`src/rtl/ecc_seq_pkg.sv`:
```
// Shared definitions for the ECC APB sequencer: ECC_ENC_DEC register map, op codes, state encodings.
package ecc_seq_pkg;

    localparam logic [7:0] REG_CTRL           = 8'h00;
    localparam logic [7:0] REG_DATA_IN        = 8'h04;
    localparam logic [7:0] REG_CODEWORD_WIDTH = 8'h08;
    localparam logic [7:0] REG_NOISE          = 8'h0C;

    localparam logic [1:0] LAST_WRITE_IDX = 2'd3;

    typedef enum logic [1:0] {
        OP_ENCODE  = 2'd0,
        OP_DECODE  = 2'd1,
        OP_FULL    = 2'd2,
        OP_ILLEGAL = 2'd3
    } ecc_op_e;

    typedef enum logic [2:0] {
        ST_IDLE,
        ST_SETUP,
        ST_ACCESS,
        ST_WAIT_DONE,
        ST_RESP
    } seq_state_e;

    typedef enum logic {
        PH_IDLE,
        PH_ACCESS
    } apb_phase_e;

    // CTRL goes last because writing it kicks off the ECC engine.
    function automatic logic [7:0] write_offset(input logic [1:0] idx);
        case (idx)
            2'd0:    write_offset = REG_DATA_IN;
            2'd1:    write_offset = REG_CODEWORD_WIDTH;
            2'd2:    write_offset = REG_NOISE;
            default: write_offset = REG_CTRL;
        endcase
    endfunction

endpackage

```
`src/rtl/ecc_seq_apb_master.sv`:
```
// Two-phase APB write driver: start_i marks the SETUP cycle, the following cycle is ACCESS (done_o).
module ecc_seq_apb_master
    import ecc_seq_pkg::*;
#(
    parameter int AMBA_ADDR_WIDTH = 20,
    parameter int AMBA_WORD       = 32
) (
    input  logic                       clk,
    input  logic                       rst,
    input  logic                       start_i,
    input  logic [AMBA_ADDR_WIDTH-1:0] addr_i,
    input  logic [AMBA_WORD-1:0]       wdata_i,
    output logic                       done_o,
    output logic [AMBA_ADDR_WIDTH-1:0] paddr_o,
    output logic [AMBA_WORD-1:0]       pwdata_o,
    output logic                       psel_o,
    output logic                       penable_o,
    output logic                       pwrite_o
);

    apb_phase_e                 phase_q, phase_d;
    logic [AMBA_ADDR_WIDTH-1:0] addr_q;
    logic [AMBA_WORD-1:0]       wdata_q;
    logic                       setup;

    always_comb begin
        setup     = start_i && (phase_q == PH_IDLE);
        phase_d   = setup ? PH_ACCESS : PH_IDLE;
        psel_o    = setup || (phase_q == PH_ACCESS);
        penable_o = (phase_q == PH_ACCESS);
        pwrite_o  = psel_o;
        done_o    = penable_o;
        paddr_o   = '0;
        pwdata_o  = '0;
        if (setup) begin
            paddr_o  = addr_i;
            pwdata_o = wdata_i;
        end else if (phase_q == PH_ACCESS) begin
            paddr_o  = addr_q;
            pwdata_o = wdata_q;
        end
    end

    always_ff @(posedge clk) begin
        if (!rst) begin
            phase_q <= PH_IDLE;
            addr_q  <= '0;
            wdata_q <= '0;
        end else begin
            phase_q <= phase_d;
            if (setup) begin
                addr_q  <= addr_i;
                wdata_q <= wdata_i;
            end
        end
    end

endmodule

```
`src/rtl/ecc_apb_sequencer.sv`:
```
// Runs one ECC_ENC_DEC operation per request: four APB writes, wait for operation_done, return result.
// Define ECC_SEQ_TIMEOUT_EN to add a watchdog on the wait for operation_done.
module ecc_apb_sequencer
    import ecc_seq_pkg::*;
#(
    parameter int          DATA_WIDTH      = 32,
    parameter int          AMBA_ADDR_WIDTH = 20,
    parameter int          AMBA_WORD       = 32,
    parameter int unsigned TIMEOUT_CYCLES  = 255
) (
    input  logic                       clk,
    input  logic                       rst,
    input  logic                       req_valid,
    output logic                       req_ready,
    input  logic [1:0]                 req_op,
    input  logic [AMBA_WORD-1:0]       req_data,
    input  logic [AMBA_WORD-1:0]       req_noise,
    input  logic [1:0]                 req_width,
    output logic [AMBA_ADDR_WIDTH-1:0] PADDR,
    output logic [AMBA_WORD-1:0]       PWDATA,
    output logic                       PSEL,
    output logic                       PENABLE,
    output logic                       PWRITE,
    input  logic                       operation_done,
    input  logic [DATA_WIDTH-1:0]      data_out,
    input  logic [1:0]                 num_of_errors,
    output logic                       rsp_valid,
    input  logic                       rsp_ready,
    output logic [DATA_WIDTH-1:0]      rsp_data,
    output logic [1:0]                 rsp_errors,
    output logic                       rsp_timeout,
    output logic                       busy
);

    seq_state_e                 state_q, state_d;
    logic [1:0]                 idx_q, idx_d;
    ecc_op_e                    op_q, op_d;
    logic [1:0]                 width_q, width_d;
    logic [AMBA_WORD-1:0]       data_q, data_d;
    logic [AMBA_WORD-1:0]       noise_q, noise_d;
    logic [DATA_WIDTH-1:0]      rsp_data_q, rsp_data_d;
    logic [1:0]                 rsp_errors_q, rsp_errors_d;
    logic                       apb_done;
    logic [AMBA_ADDR_WIDTH-1:0] wr_addr;
    logic [AMBA_WORD-1:0]       wr_data;
`ifdef ECC_SEQ_TIMEOUT_EN
    logic                       rsp_timeout_q, rsp_timeout_d;
    logic [31:0]                wdog_q, wdog_d;
`else
    // Keeps the watchdog limit referenced when the watchdog is compiled out.
    logic [31:0]                unused_timeout_cfg;
    assign unused_timeout_cfg = TIMEOUT_CYCLES;
`endif

    always_comb begin
        wr_addr = AMBA_ADDR_WIDTH'(write_offset(idx_q));
        case (idx_q)
            2'd0:    wr_data = data_q;
            2'd1:    wr_data = AMBA_WORD'(width_q);
            2'd2:    wr_data = noise_q;
            default: wr_data = AMBA_WORD'(op_q);
        endcase
    end

    ecc_seq_apb_master #(
        .AMBA_ADDR_WIDTH(AMBA_ADDR_WIDTH),
        .AMBA_WORD      (AMBA_WORD)
    ) u_apb_master (
        .clk      (clk),
        .rst      (rst),
        .start_i  (state_q == ST_SETUP),
        .addr_i   (wr_addr),
        .wdata_i  (wr_data),
        .done_o   (apb_done),
        .paddr_o  (PADDR),
        .pwdata_o (PWDATA),
        .psel_o   (PSEL),
        .penable_o(PENABLE),
        .pwrite_o (PWRITE)
    );

    always_comb begin
        state_d      = state_q;
        idx_d        = idx_q;
        op_d         = op_q;
        width_d      = width_q;
        data_d       = data_q;
        noise_d      = noise_q;
        rsp_data_d   = rsp_data_q;
        rsp_errors_d = rsp_errors_q;
`ifdef ECC_SEQ_TIMEOUT_EN
        rsp_timeout_d = rsp_timeout_q;
        wdog_d        = wdog_q;
`endif
        case (state_q)
            ST_IDLE: begin
                if (req_valid) begin
                    op_d    = ecc_op_e'(req_op);
                    width_d = req_width;
                    data_d  = req_data;
                    noise_d = req_noise;
                    idx_d   = 2'd0;
                    if (ecc_op_e'(req_op) == OP_ILLEGAL) begin
                        rsp_data_d   = '0;
                        rsp_errors_d = 2'b11;
`ifdef ECC_SEQ_TIMEOUT_EN
                        rsp_timeout_d = 1'b0;
`endif
                        state_d = ST_RESP;
                    end else begin
                        state_d = ST_SETUP;
                    end
                end
            end
            ST_SETUP: state_d = ST_ACCESS;
            ST_ACCESS: begin
                if (apb_done) begin
                    if (idx_q == LAST_WRITE_IDX) begin
                        state_d = ST_WAIT_DONE;
`ifdef ECC_SEQ_TIMEOUT_EN
                        wdog_d = '0;
`endif
                    end else begin
                        idx_d   = idx_q + 2'd1;
                        state_d = ST_SETUP;
                    end
                end
            end
            ST_WAIT_DONE: begin
                if (operation_done) begin
                    rsp_data_d   = data_out;
                    rsp_errors_d = num_of_errors;
`ifdef ECC_SEQ_TIMEOUT_EN
                    rsp_timeout_d = 1'b0;
`endif
                    state_d = ST_RESP;
                end
`ifdef ECC_SEQ_TIMEOUT_EN
                else if (wdog_q + 32'd1 >= TIMEOUT_CYCLES) begin
                    rsp_data_d    = '0;
                    rsp_errors_d  = 2'b00;
                    rsp_timeout_d = 1'b1;
                    state_d       = ST_RESP;
                end else begin
                    wdog_d = wdog_q + 32'd1;
                end
`endif
            end
            ST_RESP: begin
                if (rsp_ready) begin
                    state_d = ST_IDLE;
                end
            end
            default: state_d = ST_IDLE;
        endcase
    end

    always_ff @(posedge clk) begin
        if (!rst) begin
            state_q      <= ST_IDLE;
            idx_q        <= 2'd0;
            op_q         <= OP_ENCODE;
            width_q      <= 2'd0;
            data_q       <= '0;
            noise_q      <= '0;
            rsp_data_q   <= '0;
            rsp_errors_q <= 2'b00;
`ifdef ECC_SEQ_TIMEOUT_EN
            rsp_timeout_q <= 1'b0;
            wdog_q        <= '0;
`endif
        end else begin
            state_q      <= state_d;
            idx_q        <= idx_d;
            op_q         <= op_d;
            width_q      <= width_d;
            data_q       <= data_d;
            noise_q      <= noise_d;
            rsp_data_q   <= rsp_data_d;
            rsp_errors_q <= rsp_errors_d;
`ifdef ECC_SEQ_TIMEOUT_EN
            rsp_timeout_q <= rsp_timeout_d;
            wdog_q        <= wdog_d;
`endif
        end
    end

    assign req_ready  = rst && (state_q == ST_IDLE);
    assign rsp_valid  = (state_q == ST_RESP);
    assign busy       = (state_q != ST_IDLE);
    assign rsp_data   = rsp_data_q;
    assign rsp_errors = rsp_errors_q;
`ifdef ECC_SEQ_TIMEOUT_EN
    assign rsp_timeout = rsp_timeout_q;
`else
    assign rsp_timeout = 1'b0;
`endif

endmodule
```
`config.mk`:
```
export PLATFORM = sky130hd
export DESIGN_NAME = ecc_apb_sequencer
export DESIGN_NICKNAME = d
export VERILOG_FILES = /design/src/rtl/ecc_seq_pkg.sv /design/src/rtl/ecc_seq_apb_master.sv /design/src/rtl/ecc_apb_sequencer.sv
export SDC_FILE = /design/constraint.sdc
export NUM_CORES = 1
export LEC_CHECK = 0
export CAP_MARGIN = 20
export CORE_MARGIN = 8
export CORE_UTILIZATION = 45
export DETAILED_ROUTE_END_ITERATION = 12
export GPL_TIMING_DRIVEN = 0
export HOLD_SLACK_MARGIN = 0.05
export PLACE_DENSITY = 0.78
export SYNTH_ARGS = -nofsm -noshare
export SYNTH_HDL_FRONTEND = slang
export SYNTH_SLANG_ARGS = --single-unit
export TNS_END_PERCENT = 50
```
`constraint.sdc`:
```
create_clock -name clk -period 2.85 [get_ports clk]
set_clock_uncertainty 0.05 [all_clocks]
set_input_delay 0.4275 -clock clk [delete_from_list [all_inputs] [get_ports clk]]
set_output_delay 0.4275 -clock clk [all_outputs]
set_load 0.03 [all_outputs]
```
Word level (Yosys, flattened, before mapping)
Index checks and enable logic that the tools add are counted.
{ "classes": {"n_eq_ne": 14, "shifts": 0, "div_mod_pow": 0, "multipliers": 0, "muxes": 26, "reduce_logical": 12, "bitwise": 1, "addsub": 1, "order_cmp": 0} }
{ "op_table": {"columns": ["operator", "count"], "rows": [
  ["two-way mux 32 bit", 5],
  ["one-hot mux 32 bit (3 select lines)", 1],
  ["one-hot mux 32 bit (2 select lines)", 1],
  ["two-way mux 8 bit", 2],
  ["two-way mux 3 bit", 5],
  ["one-hot mux 3 bit (5 select lines)", 1],
  ["two-way mux 2 bit", 7],
  ["one-hot mux 4 bit (3 select lines)", 1],
  ["AND reduction 4 bit", 3],
  ["inequality test 2 bit (second input constant)", 4],
  ["one-hot mux 2 bit (2 select lines)", 2],
  ["equality test 2 bit (second input constant)", 3],
  ["equality test 3 x 2 -> 1 bit (second input constant)", 2],
  ["inequality test 2 x 1 -> 1 bit (second input constant)", 2],
  ["nonzero test 2 bit", 2],
  ["equality test 3 x 1 -> 1 bit (second input constant)", 1],
  ["equality test 3 bit (second input constant)", 1],
  ["logical NOT 3 bit", 1],
  ["nonzero test 3 bit", 1],
  ["adder 2 x 1 -> 2 bit (second input constant)", 1],
  ["equality test 2 x 1 -> 1 bit (second input constant)", 1],
  ["logical AND 1 bit", 2],
  ["logical NOT 2 bit", 1],
  ["AND reduction 2 bit", 1],
  ["other kinds (3)", 3]
]} }
{ "totals": {"romBits": 0, "reg_bits": 148, "ram_bits": 0, "latchBits": 0, "inputBits": 107, "memories": 0, "wordCells": 65} }

Logic depth before layout (Yosys ltp)
Gate-level depths: netlist (run 1).
{ "logic_depth": {"depth_word": 4, "mapped_depth": 7, "ltp_nobuf": 5} }

Cells and area by module
From an unflattened synthesis (run 1), not the netlist that was laid out.
{ "unflattened": {"cells_unflattened": 876, "area_unflattened_um2": 7247.0} }
{ "modules_own_cells": {"columns": ["module", "instances", "seq_area_each_um2", "area_each_um2", "cells_each"], "rows": [
  ["ecc_apb_sequencer", 1, 2142.1, 4580.6, 580],
  ["ecc_seq_apb_master", 1, 1061.0, 2666.3, 296]
]} }

Least setup slack after synthesis (run 1)
OpenSTA, ideal clock, no wires.
{ "synth_path": {"kind": "reg-to-output", "startpoint": "register u_apb_master.phase_q, in the netlist u_apb_master.done_o", "endpoint": "output port PWDATA[28]", "arrival_time_ns": 1.775, "setup_slack_ns": 0.598, "path_buffers": 2, "path_stages_with_launch": 6, "t_required_ns": 2.372, "path_cell_list": "dfxtp_1 or4b_4 buf_6 buf_6 or3_1 nand2_1"} }
{ "synth_between": {"elab_chain_len": 3, "word_cells_on_any_way": 4, "cone_classes": "2 x mux; 1 x bitwise; 1 x reduce/logical"} }
{ "synth_lines": {"columns": ["item", "line", "source"], "rows": [
  ["start: declaration", "ecc_seq_apb_master.sv:21", "apb_phase_e phase_q, phase_d;"],
  ["start signal: assignment", "ecc_seq_apb_master.sv:50", "phase_q <= phase_d;"],
  ["NOT 1 bit", "ecc_seq_apb_master.sv:27", "setup = start_i && (phase_q == PH_IDLE);"],
  ["logical AND 1 bit", "ecc_seq_apb_master.sv:27", null],
  ["two-way mux 32 bit *", "ecc_seq_apb_master.sv:35", "if (setup) begin"],
  ["end: declaration", "ecc_apb_sequencer.sv:20", "output logic [AMBA_WORD-1:0] PWDATA,"]
]} }
Every way passes the cells marked *; elsewhere a longest branch is shown, timed or not.

Worst setup path after layout (run 1)
{ "layout_path": {"startpoint": "register state_q[1]", "endpoint": "output port PWDATA[30]"} }
{ "layout_between": {"elab_chain_len": 3} }
{ "layout_lines": {"columns": ["item", "line", "source"], "rows": [
  ["start: declaration", "ecc_apb_sequencer.sv:35", "seq_state_e state_q, state_d;"],
  ["start signal: assignment", "ecc_apb_sequencer.sv:173", "state_q <= state_d;"],
  ["equality test 3 x 1 -> 1 bit", "ecc_apb_sequencer.sv:71", ".start_i (state_q == ST_SETUP),"],
  ["logical AND 1 bit", "ecc_seq_apb_master.sv:27", null],
  ["two-way mux 32 bit", "ecc_seq_apb_master.sv:35", null]
]} }
Every way passes these cells.

==> results of run 1 <==
[layout make-up]
type,instances,area [um^2],area share
Buffer,83,466.7,0.05284
Clock buffer,25,475.5,0.05383
Timing Repair Buffer,183,1758,0.1990
Clock inverter,7,110.1,0.01247
Sequential cell,142,2843,0.3219
Multi-Input combinational cell,568,2944,0.3333
Tap cell,176,220.2,0.02493
Inverter,4,15.01,0.001700
[cell families after synthesis]
logic type,synth area share
fa+ha+maj,0.01222
buf+inv,0.07620
compound gates,0.1420
flops,0.4629
simple gates,0.2474
other cells,0.0006107
mux,0.05868
[report_power, final]
group | switching, mW | internal [mW]
logic | 0.363 | 0.309
clock network | 0.805 | 1.42
registers | 0.0469 | 2.07
total | 1.21 | 3.80
[per-stage QoR]
stage	cells	setup WS, ps	setup TNS [ps]
final	1188	46.89	0
after global routing	1188	-1.150	-1.150
after CTS	1188	-68.74	-68.74
after detailed placement	1154	-273.8	-7240
after global placement	1154	-291.4	-7475
after floorplan	798	597.9	0
[timing repair]
| item | CTS | global route |
|---|---|---|
| setup endpoints to repair | 34 | 35 |
| setup buffers | 3 | 0 |
| gates resized for setup | 151 | 68 |
[layout by cell type (no fill, tap or decap), types with 2 or more instances in the layout]
| cell type | count |
|---|---|
| clkbuf_2 | 7 |
| mux2i_1 | 36 |
| clkbuf_8 | 2 |
| a22oi_1 | 32 |
| buf_2 | 11 |
| clkdlybuf4s50_1 | 145 |
| buf_4 | 37 |
| conb_1 | 19 |
| clkbuf_16 | 17 |
| dfxtp_1 | 142 |
| or3_4 | 4 |
| a22o_1 | 2 |
| bufinv_16 | 3 |
| clkinv_2 | 4 |
| nand2_1 | 301 |
| a21oi_1 | 104 |
| buf_6 | 11 |
| clkbuf_4 | 4 |
| o21a_1 | 2 |
| inv_1 | 3 |
| buf_1 | 2 |
| nor2_1 | 3 |
| and3_1 | 2 |
| clkbuf_1 | 47 |
| and3b_1 | 2 |
| dlymetal6s2s_1 | 2 |
| a31o_1 | 2 |
| o21ai_0 | 2 |
| or3_1 | 27 |
| nand4_1 | 2 |
| ha_1 | 4 |
| clkdlybuf4s15_2 | 5 |
| nor2b_1 | 3 |
| o221a_2 | 2 |
[layer usage]
| layer | part of all wire | up-vias | wire length, um |
|---|---|---|---|
| li1 | - | 2996 | - |
| met1 | 0.44 | 2690 | 8249 |
| met2 | 0.47 | 186 | 8671 |
| met3 | 0.068 | 30 | 1256 |
| met4 | 0.022 | 0 | 413 |
| met5 | 0 | - | 0 |
[registers in the layout, summed over array words and instances, names as in the netlist]
| name | flops |
|---|---|
| data_q | 32 |
| noise_q | 32 |
| rsp_data | 32 |
| u_apb_master.wdata_q | 32 |
| state_q | 3 |
| idx_q | 2 |
| op_q | 2 |
| rsp_errors | 2 |
| u_apb_master.addr_q | 2 |
| width_q | 2 |
| u_apb_master.done_o | 1 |
[final timing paths]
check,slack [ps],cells past startpoint,end,startpoint
max reg2reg,680,6,noise_q[5],state_q[0]
min reg2reg,400,2,u_apb_master.wdata_q[27],u_apb_master.wdata_q[27]
min,400,2,u_apb_master.wdata_q[27],u_apb_master.wdata_q[27]
max,50,7,PWDATA[30],state_q[1]
[critical path, delay by kind of cell, from the launching register on]
kind / cells / cell delay [ps]
AND/OR/NAND/NOR: 3 / 1010
buffers and inverters: 4 / 580
flip-flops: 1 / 310
==> run metrics, run 1 <==
CP most frequent cell=buf_6; drt wl/cell=approximately 16 um; initial drt markers=~440; # hold bufs at CTS=0; Antenna Cells=0; Mapped Cells=around 800; first-pass GRT wire length=29.79 mm; met1 Use GR=0.2545; EDFF count, synth=0; slowest stage delay, CP=between 500 and 600 ps; CTS tree=yes; total power=approximately 5 mW; Avg Synthesized Cell Area=7.873 um^2; Clock Latency Late Sink=430 ps; crit path DAT=2330 ps; placer congestion estimate=0.8077; die area=0.01764 mm^2; crit path max-delay cell type=or4b_4; top fanout value on the critical path=10; Starting Density=0.4619; # rows=between 40 and 50; most common cell in the netlist=nand2_1; Req. time, crit path=2370 ps; Fin. Hold Viols=0; Crit. End Element=output port; CTS sink cnt=142; Post-Synthesis Cell Area=0.006141 mm^2; RSZ-0062 raised after global routing=true; Post-DP Area=0.008230 mm^2; CP startpoint kind=flop; Tot GR Track Use=0.2091; Synth cell types=39; Root Driver=clkbuf_16; Seq/Total Area, Yosys=0.4629; top-area cell type share of the netlist area=0.4629; # port buffers=180; fin util=0.6643; area growth from synthesis to layout=43.83%; CP cell instances=buf_6 > or4b_4 > buf_6 > buf_6 > or3_1 > nand2_1 > buf_6; Fmax achieved=around 360 MHz; cts bufs inserted=17; vias in the first global route=5732; Final Slew Violations=0; Area contributors post-synth=dfxtp_1 46%, nand2_1 18%, a21oi_1 8.5%; Die Y=roughly 130 um; GR Util met2=0.3340; Period Utilization, post-route=0.9835; Routed Antenna Nets=0; top_reg_cell synth=dfxtp_1; core area=about 0.013 mm^2; WS Path Type=flop to output port; most frequent cells after synthesis=302 x nand2_1, 142 x dfxtp_1, 104 x a21oi_1; maximum vdd drop=0.3273 mV; Post-synth ARST share=0; Max-Slew Margin vs Limit=0.6144; DRT Pass-1 Iters=5; vias=about 5900; Synth Register Bits=142; H-tree lvl count=4; Max Buffers Root-to-Sink=2; antenna violations before repair=0; Worst-Margin Slew=578.4 ps; # fillers=1157; Ys Warns=0; Max-cap violations=0; P_leak=3.498 nW; drt via density=4.968; GRT overflow=0; Routed Wire Length=about 19 mm; pwr dens=567.4 mW/mm^2; layer with the highest usage=met2; IO Count=200; die width=between 100 and 150 um; type of the most critical hold path=flop to flop; share of cells above drive strength 1=0.1126; status=complete, no violations; met3 usage=0.06775; Tmin final=2803 ps; post-DP HPWL=13.68 mm; Synth area leader=dfxtp_1; drt drc=0; Final Setup Violations=0; Final Cell Area=approximately 0.009 mm^2; nets@finish=1112; clock transition at the registers of the reported paths=50 ps; Hold Slack=402.0 ps; largest net degree at the start of global routing=17
(Power assumes the default switching activity.)
==> inputs of run 2 (changes only) <==
- PLACE_DENSITY: 0.78 -> 0.76
- SYNTH_HIERARCHICAL: default -> 1
==> run 2 against run 1 <==
Effect of this change: critical path depth fell by 1; flip-flop and latch count grew 18; via count grew 19%; first-iteration DRC count is 24% higher; non-clock buffer count rose by 18; register-to-register slack better by 370 ps; combinational power grew 27%; hold slack worse by 30 ps; clock power about the same; count of clock-buffer cells in the layout is 1 lower; power up 9.2%; synthesized cell count increased by 12%; critical path type unchanged; largest power group is now registers.
==> run metrics, run 2 <==
status=complete, no violations (unchanged); Root Driver=clkbuf_16 (unchanged); Post-DP Area=0.009624 mm^2 (was 0.008230 mm^2); Synth Area in XOR/XNOR=0 (unchanged); CTS tree=yes (unchanged); setup bufs post-CTS=0 (was 3); Final Setup Violations=0 (unchanged); CP cell instances=inv_1 > ha_2 > buf_4 > or2_2 > a22o_1 > dlygate4sd2_1 (was buf_6 > or4b_4 > buf_6 > buf_6 > or3_1 > nand2_1 > buf_6); first-pass GRT wire length=35.96 mm (was 29.79 mm); Crit. End Element=output port (unchanged); post-synthesis compound-gate area fraction=0.2105 (was 0.1420); combinational power share=0.155 (was 0.134); top fanout value on the critical path=10 (unchanged); crit path max-delay cell type=dfxtp_2 (was or4b_4); CP delay by family, top=buffers and inverters (was simple AND/OR/NAND/NOR gates); nets@finish=1240 (was 1112); Starting Density=0.4579 (was 0.4619); top_reg_cell synth=dfxtp_1 (unchanged); Req. time, crit path=2370 ps (about the same); die width=142.9 um (was 132.8 um); Synth area leader=dfxtp_1 (unchanged); pwr dens=533.3 mW/mm^2 (was 567.4 mW/mm^2); share of cells above drive strength 1=0.1142 (was 0.1126); Buf+Inv Stages, Crit Path=3 (was 4); placer congestion estimate=0.8224 (was 0.8077); cts bufs inserted=17 (unchanged); # rows=46 (was 42); vias=7010 (was 5902); most frequent cells after synthesis=276 x nand2_1, 160 x dfxtp_1, 103 x a21oi_1 (was 302 x nand2_1, 142 x dfxtp_1, 104 x a21oi_1); area growth from synthesis to layout=41.63% (was 43.83%); mux share of post-synthesis cell area=0.08011 (was 0.05868); core area=0.01583 mm^2 (was 0.01330 mm^2); Max Buffers Root-to-Sink=2 (unchanged); H-tree lvl count=4 (unchanged); Synth cell types=40 (was 39); largest family of logic cells by synthesized area=compound AO/OA/AOI/OAI gates (was simple AND/OR/NAND/NOR gates); maximum vdd drop=0.4412 mV (was 0.3273 mV); layer with the highest usage=met2 (unchanged); adder-cell area share of the yosys netlist=0.01036 (was 0.01222); Clock power frac=0.407 (was 0.443); Die Y=142.9 um (was 132.8 um); Clock Latency Late Sink=420 ps (was 430 ps); post-DP HPWL=17.33 mm (was 13.68 mm); RSZ-0062 raised after global routing=true (unchanged); Max-Slew Margin vs Limit=0.6042 (was 0.6144); # fillers=1377 (was 1157); Area contributors post-synth=dfxtp_1 44%, nand2_1 14%, mux2i_1 8.0% (was dfxtp_1 46%, nand2_1 18%, a21oi_1 8.5%); largest net degree at the start of global routing=17 (unchanged); Worst-Margin Slew=593.7 ps (was 578.4 ps); Sw Pwr=1.408 mW (was 1.214 mW); # port buffers=197 (was 180); Sequential Power Share=0.437 (was 0.423); clock transition at the registers of the reported paths=60 ps (was 50 ps); Max-cap violations=0 (unchanged); Setup TNS=0 ps (unchanged); Routed Wire Length=23.14 mm (was 18.59 mm); dpl ws=-318.6 ps (was -273.8 ps); WS Path Type=flop to output port (unchanged); Fmax achieved=361.2 MHz (was 356.7 MHz); GRT overflow=0 (unchanged); Avg Synthesized Cell Area=8.273 um^2 (was 7.873 um^2); CTS sink cnt=160 (was 142); initial drt markers=541 (was 437); P_leak=3.829 nW (was 3.498 nW); Fin. Hold Viols=0 (unchanged); GR Util met2=0.3673 (was 0.3340); Post-synth ARST share=0 (unchanged); most common cell in the netlist=nand2_1 (unchanged); slowest stage delay, CP=370 ps (was 510 ps); Ys Warns=6 (was 0); drt wl/cell=17.09 um (was 15.65 um); Mapped Cells=876 (was 780); Antenna Cells=0 (unchanged); commonest non-fill, non-tap cell in the layout=nand2_1 (unchanged); crit path DAT=2290 ps (was 2330 ps); sw frac=0.2572 (was 0.2423); CP startpoint kind=flop (unchanged); Final Cell Area=0.01026 mm^2 (was 0.008832 mm^2); cell-internal power=4.066 mW (was 3.797 mW); Post-Synthesis Cell Area=0.007247 mm^2 (was 0.006141 mm^2); Final Slew Violations=0 (unchanged); Period Utilization, post-route=0.9713 (was 0.9835); worst setup margin=81.67 ps (was 46.89 ps); Routed Antenna Nets=0 (unchanged); die area=0.02042 mm^2 (was 0.01764 mm^2); Synth Register Bits=160 (was 142); simple-gate portion of the synthesized area=0.1861 (was 0.2474); fin util=0.6485 (was 0.6643); vias in the first global route=6834 (was 5732); Seq/Total Area, Yosys=0.4420 (was 0.4629); EDFF count, synth=0 (unchanged); drt via density=5.177 (was 4.968); met3 usage=0.08013 (was 0.06775); most frequent cells in the layout=276 x nand2_1, 163 x clkdlybuf4s50_1, 157 x dfxtp_1 (was 301 x nand2_1, 145 x clkdlybuf4s50_1, 142 x dfxtp_1); DRT Pass-1 Iters=5 (unchanged); # hold bufs at CTS=0 (unchanged); drt drc=0 (unchanged); type of the most critical hold path=input pin to flop (was flop to flop); top-area cell type share of the netlist area=0.4420 (was 0.4629); IO Count=200 (unchanged); met1 Use GR=0.2632 (was 0.2545); Tot GR Track Use=0.2238 (was 0.2091); antenna violations before repair=4 (was 0); Tmin final=2768 ps (was 2803 ps)
## run 2: cell types whose count changed after synthesis, sizes merged, moves of 4 or more
cell    previous run  this run
buf               32        36
dfxtp            142       160
o211ai             0        32
mux2i             36        58
or3               31         1
a22o               2        52
nand2            302       276
nor2               3        35
## run 2: area by class of cell
class | count | area (um^2) | share of cell area
buffer | 87 | 520.5 | 0.05071
clock buffer | 24 | 481.7 | 0.04693
clock inverter | 6 | 82.58 | 0.008046
inverter | 5 | 18.77 | 0.001829
multi-input combinational | 659 | 3722 | 0.3627
sequential | 160 | 3207 | 0.3124
tap | 216 | 270.3 | 0.02633
timing repair buffer | 197 | 1961 | 0.1910
## run 2: repair_timing
item / 4_1_cts / 5_1_grt
pin swaps: 1 / 0
setup endpoints to repair: 35 / 46
resized for setup: 113 / 30
## run 2: stage by stage
step           total power, mW  hold slack, ps  instances
2_1_floorplan            2.925           385.0        912
3_3_place_gp             3.268           392.2       1325
3_5_place_dp             3.278           396.3       1325
4_1_cts                  5.486           356.0       1354
5_1_grt                  5.664           377.8       1354
6_report                 5.474           371.8       1354
## run 2: path summary, 6_finish.rpt
check / slack (ps) / start / end / depth (start not counted)
setup / recovery: 80 / idx_q[0] / PADDR[2] / 6
hold / removal: 370 / rst / state_q[0] / 2
setup reg to reg: 1050 / state_q[1] / u_apb_master/wdata_q[16] / 8
hold reg to reg: 400 / op_q[1] / op_q[1] / 2
## run 2: power by group through the flow
stage,Sequential (mW),Clock (mW),Combinational [mW]
4_1_cts,2.39,2.25,0.846
3_3_place_gp,2.43,0,0.833
3_5_place_dp,2.44,0,0.839
6_report,2.39,2.23,0.851
5_1_grt,2.40,2.34,0.920
2_1_floorplan,2.43,0,0.496
## run 2: logic make-up (layout without fill, tap and decap cells)
family,count (synthesis),after routing
buffers and inverters,93,319
adders and majority gates,6,6
muxes,58,58
DFF,160,160
and+or+nand+nor,333,333
other,1,37
AOI/OAI and AO/OA,225,225
## run 2: routing by layer
layer | vias up | part of all wire
met5 | - | 0.0016
met4 | 8 | 0.020
met3 | 37 | 0.087
met2 | 239 | 0.48
met1 | 3262 | 0.41
li1 | 3464 | -
==> inputs of run 3 (changes only) <==
- CTS_CLUSTER_SIZE: default -> 25
- GPL_TIMING_DRIVEN: 0 -> default
- TNS_END_PERCENT: 50 -> 30
==> run 3 against run 2 <==
Effect of this change: die area stayed put; largest power group is now the clock network; design area is 0.66% lower; routed wire length is 8.9% lower; highest routed layer is now met4; setup slack better by 13 ps; critical endpoint is now PWDATA[2]; non-clock buffer count is 64 lower; combinational power is 6.3% lower; core utilization is 0.43 points lower.
==> run metrics, run 3 (same netlist as run 2, synthesis figures left out) <==
status=complete, no violations (unchanged); reg2reg setup slack=880 ps (was 1050 ps); dpl ws=419.1 ps (was -318.6 ps); initial drt markers=611 (was 541); Final Slew Violations=0 (unchanged); Routed Antenna Nets=0 (unchanged); cell-internal power=4.233 mW (was 4.066 mW); area growth from synthesis to layout=40.69% (was 41.63%); Fin. Hold Viols=0 (unchanged); CTS tree=yes (unchanged); Post-DP Area=0.009554 mm^2 (was 0.009624 mm^2); crit path max-delay cell type=dfxtp_1 (was dfxtp_2); pwr dens=551.4 mW/mm^2 (was 533.3 mW/mm^2); Tmin final=2756 ps (was 2768 ps); Max Buffers Root-to-Sink=2 (unchanged); commonest non-fill, non-tap cell in the layout=nand2_1 (unchanged); die width=142.9 um (unchanged); nets@finish=1176 (was 1240); vias=6645 (was 7010); CTS sink cnt=160 (unchanged); first-pass GRT wire length=33.18 mm (was 35.96 mm); Root Driver=clkbuf_16 (unchanged); drt via density=5.143 (was 5.177); DRT Pass-1 Iters=5 (unchanged); type of the most critical hold path=flop to flop (was input pin to flop); share of cells above drive strength 1=0.09665 (was 0.1142); Worst setup startpoint=idx_q[0] (unchanged); drt drc=0 (unchanged); maximum vdd drop=0.4548 mV (was 0.4412 mV); antenna violations before repair=0 (was 4); clock transition at the registers of the reported paths=60 ps (about the same); # port buffers=198 (was 197); Crit. End Element=output port (unchanged); sw frac=0.2470 (was 0.2572); Starting Density=0.4579 (unchanged); Setup TNS=0 ps (unchanged); Die Y=142.9 um (unchanged); final instance count without filler cells=1292 (was 1354); crit path DAT=2280 ps (was 2290 ps); placer congestion estimate=0.8920 (was 0.8224); H-tree lvl count=4 (unchanged); DP Cell Count=1260 (was 1325); Worst-Margin Slew=1107 ps (was 593.7 ps); drt wl/cell=16.32 um (was 17.09 um); slowest stage delay, CP=410 ps (was 370 ps); post-DP HPWL=14.89 mm (was 17.33 mm); P_leak=3.791 nW (was 3.829 nW); CP cell instances=inv_1 > ha_2 > buf_4 > a22oi_1 > nor2_1 > a22o_1 > buf_12 (was inv_1 > ha_2 > buf_4 > or2_2 > a22o_1 > dlygate4sd2_1); Final Cell Area=0.01020 mm^2 (was 0.01026 mm^2); Max-cap violations=0 (unchanged); # rows=46 (unchanged); Routed Wire Length=21.08 mm (was 23.14 mm); Final Setup Violations=0 (unchanged); CP startpoint kind=flop (unchanged); Antenna Cells=0 (unchanged); WS Path Type=flop to output port (unchanged); # hold bufs at CTS=0 (unchanged); Clock Latency Late Sink=420 ps (about the same); worst setup margin=94.45 ps (was 81.67 ps); largest net degree at the start of global routing=114 (was 17); Sw Pwr=1.389 mW (was 1.408 mW); top fanout value on the critical path=12 (was 10); Clock power frac=0.431 (was 0.407); RR Startpoint=state_q[2] (was state_q[1]); Hold Path Origin=noise_q[28] (was rst); cts bufs inserted=17 (unchanged); IO Count=200 (unchanged); Req. time, crit path=2370 ps (about the same); GRT overflow=0 (unchanged); Max-Slew Margin vs Limit=0.2619 (was 0.6042); combinational power share=0.142 (was 0.155); Fmax achieved=362.9 MHz (was 361.2 MHz); core area=0.01583 mm^2 (unchanged); RSZ-0062 raised after global routing=true (unchanged); Period Utilization, post-route=0.9669 (was 0.9713); most frequent cells in the layout=276 x nand2_1, 162 x clkdlybuf4s50_1, 159 x dfxtp_1 (was 276 x nand2_1, 163 x clkdlybuf4s50_1, 157 x dfxtp_1); Tot GR Track Use=0.2044 (was 0.2238); vias in the first global route=6393 (was 6834); die area=0.02042 mm^2 (unchanged); Hold Slack=405.9 ps (was 371.8 ps); Sequential Power Share=0.427 (was 0.437)
-- run 3: cell types whose count changed in the layout (fill, tap and decap cells not counted), moves of 15 or more --
cell             previous run  this run
clkdlybuf4s15_2            24         0
clkbuf_2                   15         0
buf_2                      16         0
clkbuf_1                   43         2
buf_4                       7        32
buf_12                      0        26
-- run 3: per-layer routing --
| layer | vias to the layer above | share of wire | GRT usage |
|---|---|---|---|
| met4 | 0 | 0.025 | 0.08389 |
| li1 | 3346 | - | - |
| met2 | 221 | 0.45 | 0.3075 |
| met5 | - | 0 | 0 |
| met1 | 3040 | 0.43 | 0.2580 |
| met3 | 38 | 0.095 | 0.07613 |
-- run 3: worst paths after layout --
kind	cells past startpoint	to
max	7	PWDATA[2]
min	2	noise_q[28]
max reg2reg	5	rsp_data[6]
min reg2reg	2	noise_q[28]
-- run 3: layout make-up --
type	instances	area, um^2
clock buffers	22	474.2
multi-input cells	659	3687
inverters	5	20.02
repair buffers	220	2382
flip-flops and latches	160	3204
fillers	1346	5632
well taps	216	270.3
clock inverters	10	157.7
-- run 3: critical path: cells and delay by family (launching register included) --
family / cells / cell delay, ps
AOI/OAI and AO/OA: 2 / 580
buffers and inverters: 3 / 470
DFF: 1 / 410
adders and majority gates: 1 / 290
and+or+nand+nor: 1 / 110
-- run 3: what timing repair did --
item | 4_1_cts | 5_1_grt
pin swaps | 0 | 1
gates resized for setup | 2 | 1
setup buffers | 0 | 0
setup endpoints to repair | 14 | 2
-- run 3: power groups by stage --
stage | Clock [mW] | Combinational (mW) | Sequential, mW
final | 2.42 | 0.797 | 2.40
after global routing | 2.57 | 0.867 | 2.41
after CTS | 2.47 | 0.799 | 2.40
after detailed placement | 0 | 0.794 | 2.45
after global placement | 0 | 0.785 | 2.45
after floorplan | 0 | 0.496 | 2.43
-- run 3: per-stage QoR --
step / util / power, mW
2_1_floorplan: - / 2.925
3_3_place_gp: 0.6036 / 3.235
3_5_place_dp: 0.6036 / 3.244
4_1_cts: 0.6439 / 5.672
5_1_grt: 0.6442 / 5.844
6_report: 0.6442 / 5.622
